**config.mk**
```make
export PLATFORM = sky130hd
export DESIGN_NAME = cfa_scan_ctrl
export DESIGN_NICKNAME = d
export VERILOG_FILES = /design/src/rtl/cfa_scan_ctrl.sv
export SDC_FILE = /design/constraint.sdc
export NUM_CORES = 1
export LEC_CHECK = 0
export CAP_MARGIN = 20
export CORE_MARGIN = 2
export CORE_UTILIZATION = 25
export CTS_BUF_LIST = sky130_fd_sc_hd__clkbuf_2 sky130_fd_sc_hd__clkbuf_4 sky130_fd_sc_hd__clkbuf_8
export DETAILED_ROUTE_END_ITERATION = 8
export GPL_ROUTABILITY_DRIVEN = 0
export PLACE_DENSITY = 0.46
export SKIP_CTS_REPAIR_TIMING = 1
export SYNTH_ARGS = -nofsm -noshare
export SYNTH_HDL_FRONTEND = slang
export SYNTH_SLANG_ARGS = --single-unit
```
**constraint.sdc**
```tcl
create_clock -name clk -period 6.85 [get_ports clk]
set_clock_uncertainty 0.2 [all_clocks]
set_input_delay 1.37 -clock clk [delete_from_list [all_inputs] [get_ports clk]]
set_output_delay 1.37 -clock clk [all_outputs]
set_load 0.01 [all_outputs]
```
**src/rtl/cfa_scan_ctrl.sv**
```systemverilog
// cfa_scan_ctrl: raster-scan (row, col) sequencer with Bayer phase and frame-position flags.
//   Inputs : clk, rst (sync, active-high), start, col_max, row_max, out_ready.
//   Outputs: out_valid, row, col, bayer_phase, first_pix, last_pix, border, busy, done.
//   Optional: define CFA_SCAN_BORDER_EN to build the outer-ring border flag (else tied 0).
module cfa_scan_ctrl #(
  parameter int rowBitWidth = 11,
  parameter int colBitWidth = 11,
  parameter logic [1:0] CFA_PATTERN = 2'b00
) (
  input  logic                   clk,
  input  logic                   rst,
  input  logic                   start,
  input  logic [colBitWidth-1:0] col_max,
  input  logic [rowBitWidth-1:0] row_max,
  input  logic                   out_ready,
  output logic                   out_valid,
  output logic [rowBitWidth-1:0] row,
  output logic [colBitWidth-1:0] col,
  output logic [1:0]             bayer_phase,
  output logic                   first_pix,
  output logic                   last_pix,
  output logic                   border,
  output logic                   busy,
  output logic                   done
);
  localparam logic [1:0] IDLE = 2'd0, RUN = 2'd1, DONE = 2'd2;
  localparam logic [rowBitWidth-1:0] R1 = 1;
  localparam logic [colBitWidth-1:0] C1 = 1;
  logic [1:0] state;
  logic [colBitWidth-1:0] cm, dc, nc;
  logic [rowBitWidth-1:0] rm, dr, nr;
  logic load, adv, fin, empty;
  // The next beat's coordinates and the dimensions it is judged against; in IDLE
  // that is the (0,0) beat of the frame about to be captured from the inputs.
  always_comb begin
    dc = state == IDLE ? col_max : cm;
    dr = state == IDLE ? row_max : rm;
    nc = (state == IDLE || col == cm - C1) ? '0 : col + C1;
    nr = state == IDLE ? '0 : (col == cm - C1 ? row + R1 : row);
  end
  assign load  = state == IDLE && start && col_max != '0 && row_max != '0;
  assign empty = state == IDLE && start && !load;
  assign adv   = state == RUN && out_valid && out_ready;
  assign fin   = adv && last_pix;
  always_ff @(posedge clk) begin
    if (rst) begin
      state       <= IDLE;
      cm          <= '0;
      rm          <= '0;
      out_valid   <= 1'b0;
      row         <= '0;
      col         <= '0;
      bayer_phase <= 2'b00;
      first_pix   <= 1'b0;
      last_pix    <= 1'b0;
      busy        <= 1'b0;
      done        <= 1'b0;
    end else begin
      state <= state == IDLE ? (load ? RUN : empty ? DONE : IDLE) : state == RUN ? (fin ? DONE : RUN) : IDLE;
      done  <= empty || fin;
      busy  <= state == IDLE ? start : state == RUN;
      if (load) begin
        cm <= col_max;
        rm <= row_max;
      end
      if (load || adv) begin
        out_valid   <= !fin;
        row         <= fin ? '0 : nr;
        col         <= fin ? '0 : nc;
        bayer_phase <= fin ? 2'b00 : {nr[0] ^ CFA_PATTERN[1], nc[0] ^ CFA_PATTERN[0]};
        first_pix   <= !fin && nr == '0 && nc == '0;
        last_pix    <= !fin && nr == dr - R1 && nc == dc - C1;
      end
    end
  end
`ifdef CFA_SCAN_BORDER_EN
  always_ff @(posedge clk) begin
    if (rst) border <= 1'b0;
    else if (load || adv) border <= !fin && (nr == '0 || nr == dr - R1 || nc == '0 || nc == dc - C1);
  end
`else
  assign border = 1'b0;
`endif
endmodule

```
* Word level (Yosys, flattened, before mapping)
Index checks and enable logic that the tools add are counted.
** Operators by class
- Eq/ne operators :: 4
- $add $sub $neg :: 5
- Mux-type cells :: 14
- Reductions and logical operators :: 21
** Operator list (number)
- 11-bit 2-to-1 mux :: 7
- 11-bit == test :: 3
- 11-bit by 1-bit subtractor with 11-bit output, second input constant :: 3
- 11-bit by 1-bit adder with 11-bit output, second input constant :: 2
- 11-bit zero test :: 2
- 11-bit nonzero test :: 2
- 2-bit 2-to-1 mux :: 6
- 1-bit logical AND :: 11
- 1-bit logical OR :: 3
- 2-bit by 1-bit == test with 1-bit output, second input constant :: 1
- 1-bit zero test :: 2
- 2-bit zero test :: 1
- 1-bit 2-to-1 mux :: 1
** Word-level totals
- Bits of input ports :: 26
- Output and inout bits :: 30
- Register bits after elaboration :: 53
- Logic and storage cells :: 55

* Depth between registers and ports, before layout
- Word-level depth :: 9
- Mapped depth :: 17
- Mapped depth without buffers :: 13

* Worst setup path before layout
Ideal clock, no wire load.
- Path kind :: register to register
- Start point :: reg state[0]
- End point :: reg last_pix
- Slack :: 1.987 ns
- Arrival :: 4.594 ns
- Data required time :: 6.581 ns
- Setup time :: 0.069 ns
- Clock period less this slack :: 4.863 ns
- Buffers on the path :: 4
- Cell stages (with the launch flop) :: 17
- Cell sequence :: dfxtp_1 > nor2_1 > clkbuf_1 > clkbuf_1 > clkbuf_1 > buf_4 > mux2i_1 > ha_1 > nor3b_1 > xnor2_1 > mux2i_1 > a221o_1 > a2111oi_0 > or4b_2 > a2111oi_0 > nand4_1 > o21ai_1
** On the way
- Cells in the longest elaborated chain, start to end :: 7
- Elaborated cells between the ends (all ways) :: 21
- Classes of those cells :: add/sub: 2; eq/ne: 3; mux: 4; reduce/logical: 12
** RTL lines
- start: declaration :: RTL line 29 : logic [1:0] state;
- start signal: assignment :: RTL line 59 : state <= state == IDLE ? (load ? RUN : empty ? DONE : IDLE) : state == RUN ? (fin ? DONE : RUN) : IDLE;
- parallel branches: the longest is 7 deep, another holds 11-bit by 1-bit subtractor with 11-bit output
- end signal: assignment :: RTL line 72 : last_pix <= !fin && nr == dr - R1 && nc == dc - C1;
- end: declaration :: RTL line 21 : output logic last_pix,
Several ways; the timed one is not identified.
A chain may end at the register's enable or synchronous reset.

* Worst setup path in the final report
- Start point :: in row_max[2]
- End point :: reg last_pix
** On the way
- Cells in the longest elaborated chain, start to end :: 5
- Elaborated cells between the ends (all ways) :: 8
- Classes of those cells :: add/sub: 1; eq/ne: 1; mux: 1; reduce/logical: 5
** RTL lines
- start: declaration :: RTL line 14 : input logic [rowBitWidth-1:0] row_max,
- 11-bit 2-to-1 mux :: RTL line 37 : dr = state == IDLE ? row_max : rm;
- 11-bit by 1-bit subtractor with 11-bit output :: RTL line 72
- 11-bit == test :: RTL line 72
- 1-bit logical AND (2 in series) :: RTL line 72
Parallel ways exist; a longest one is shown, timed or not.

==> results by group <==
Floorplan
  • Die H: 135 um
  • I/O pins: 56
  • Die footprint: 0.0181 mm^2
  • Core area: 0.0166 mm^2
  • Starting density of the core: 25.6%
  • Rows: 47
  • Die Width: 135 um

Timing
  • Endpoints failing setup: 0
  • Worst slew pin tran: 1020 ps
  • Crit path time final: 4970 ps
  • RSZ-0062 raised after global routing: false
  • Final Hold Viols: 0
  • PnR worst setup slack: 1880 ps
  • Slew HR: 32.0%
  • Fin crit share: 72.5%
  • Setup TNS: 0 ps
  • Max-slew violations: 0
  • Peak Freq: 201 MHz

Yosys
  • Syn Inst Count: 565
  • Ys async rst share: 0%
  • Synth Cell Area: 0.00426 mm^2
  • Register area share after synthesis: 24.0%
  • Synth Warn #: 0
  • Netlist cell types: 64
  • Syn_nets: 596
  • Largest cells by area after synthesis: dfxtp_1 (24%), mux2i_1 (11%), xnor2_1 (6.2%)
  • Yosys reg bits: 51
  • Number of synthesized flops with an enable pin: 0
  • Synth area leader: dfxtp_1
  • Synth Area per Inst: 7.54 um^2
  • Share of the synthesized area in the top cell type: 24.0%
  • Synth Flop Type: dfxtp_1

Pwr
  • Total power draw: 808 uW
  • P_leak: 0.00179 uW
  • Cell Pwr Density: 161 mW/mm^2
  • Peak supply drop: 91.7 uV

Clock network
  • Clock slew at reported path FFs: 110 ps
  • CTS Root Cell: clkbuf_8
  • CTS Sinks: 51
  • Later-pin clock latency in the skew report: 340 ps
  • Max clock buf depth: 2
  • H-tree lvl count: 2
  • TritonCTS Buffers: 5
  • CTS tree: yes

Setup path
  • Required @ worst endpoint: 6930 ps
  • Worst EP arrival: 5040 ps
  • Worst-path maximum fanout: 36
  • CP Capture Type: flip-flop
  • Setup crit start kind: input pin
  • WS Path Type: in -> reg

Layout
  • Synthesis-to-finish area growth: 17.9%
  • Layout cells sized above 1: 5.07%
  • Fin area: 0.00502 mm^2
  • # nets final: 622
  • Layout Cells excl Fill: 812
  • Fillers: 1774
  • # diodes: 0
  • Area of the multi-input gates: 0.00305 mm^2
  • Sequential cell area: 0.00102 mm^2

Route
  • Vias per cell: 5.20
  • Wire per inst: 17.0 um
  • Number of remaining DRC errors: 0
  • Routed wire length: 13800 um
  • DRT antenna net count: 0
  • 1st-iter DRT viols: 295
  • Via Count: 4221
  • DRT Pass-1 Iters: 5

Outcome
  • Outcome: finished, final reports clean

Placement
  • Hpwl dp: 10500 um
  • Placed cell area: 0.00493 mm^2
  • Setup slack at placement: 1500 ps
  • I/O Buffers: 54
  • Dpl cells: 804

GRT
  • Total grt overflow: 0
  • GR Util All Layers: 15.5%
  • Largest net degree at the start of global routing: 53
  • Antenna violations before repair: 0
  • First-pass GRT wire length: 22100 um
  • Vias in the first global route: 4042

Worst hold path
  • Hold Crit Class: reg -> reg

Run
  • MaxCap Viol Count: 0
path summary, 6_finish.rpt:
| check | startpoint | to | slack (ps) | depth (start not counted) |
|---|---|---|---|---|
| max | row_max[2] | last_pix$_SDFFE_PP0P_ | 1880 | 11 |
| min | first_pix$_SDFFE_PP0P_ | first_pix$_SDFFE_PP0P_ | 280 | 2 |
| max reg2reg | state[0]$_SDFF_PP0_ | last_pix$_SDFFE_PP0P_ | 2050 | 13 |
| min reg2reg | first_pix$_SDFFE_PP0P_ | first_pix$_SDFFE_PP0P_ | 280 | 2 |
through the flow:
step	utilization, %	hold WS [ps]
3_3_place_gp	29.6	271
5_1_grt	30.2	324
2_1_floorplan	-	261
6_report	30.2	285
3_5_place_dp	29.6	257
4_1_cts	30.2	283
layout make-up:
class	instances	share of cell area [%]
multi-input combinational	468	60.6
sequential	51	20.3
timing repair buffer	57	11.1
tap	220	5.48
clock buffer	5	1.37
inverter	8	0.598
clock inverter	3	0.473
kinds of logic after synthesis:
| kind of cell | count (synthesis) | share of synthesized area, % |
|---|---|---|
| AND/OR/NAND/NOR | 261 | 31.2 |
| other | 1 | 0.0880 |
| flip-flops | 51 | 24.0 |
| AO/OA/AOI/OAI | 100 | 15.2 |
| multiplexers | 52 | 12.4 |
| buffers and inverters | 46 | 4.90 |
| adder cells (fa/ha/maj) | 5 | 1.47 |
| XOR/XNOR | 49 | 10.7 |
critical path, stage by stage:
cell and delay, ps:
clkdlybuf4s50_1 580, nor3_1 90, a31oi_1 670, a32oi_2 100
buf_4 290, a221o_1 300, a2111oi_0 330, or4b_2 620
a2111oi_0 400, nand4_1 140, o21ai_1 140
power breakdown:
part | total (uW) | switching [uW] | internal (uW)
Clock | 194 | 121 | 73.4
Sequential | 331 | 21.6 | 309
Combinational | 283 | 168 | 116
cell usage after synthesis (all sizes together) (6+ instances only):
| master | instances |
|---|---|
| a21oi | 37 |
| a22oi | 7 |
| and3 | 9 |
| buf | 9 |
| clkbuf | 29 |
| dfxtp | 51 |
| inv | 8 |
| mux2i | 48 |
| nand2 | 58 |
| nand2b | 9 |
| nand3 | 12 |
| nand3b | 9 |
| nand4 | 9 |
| nor2 | 67 |
| nor3 | 35 |
| nor3b | 6 |
| nor4 | 13 |
| o21ai | 15 |
| or4 | 7 |
| xnor2 | 30 |
| xor2 | 17 |
registers in the layout, indices dropped and copies added (netlist names):
name,count
busy,1
cm,11
col,11
done,1
first_pix,1
last_pix,1
out_valid,1
rm,11
row,11
state,2
layout by cell type, fill, tap and decap left out, types with 6 or more instances in the layout:
master and n:
nor2_1 66, nand2_1 58, clkdlybuf4s50_1 53, dfxtp_1 51
mux2i_1 48, a21oi_1 37, nor3_1 35, xnor2_1 30
xor2_1 17, o21ai_0 14, nor4_1 13, nand3_1 12
nand4_1 9, nand2b_1 9, and3_1 9, inv_1 8
nand3b_1 8, a22oi_1 7, nor3b_1 6
routing by layer:
metal	vias to the layer above	wire length, um	global-route usage, %
li1	2090	-	-
met1	1995	6460	20.7
met2	116	6520	25.6
met3	20	628	2.44
met4	0	224	5.09
met5	-	0	0
(Power assumes the default switching activity.)
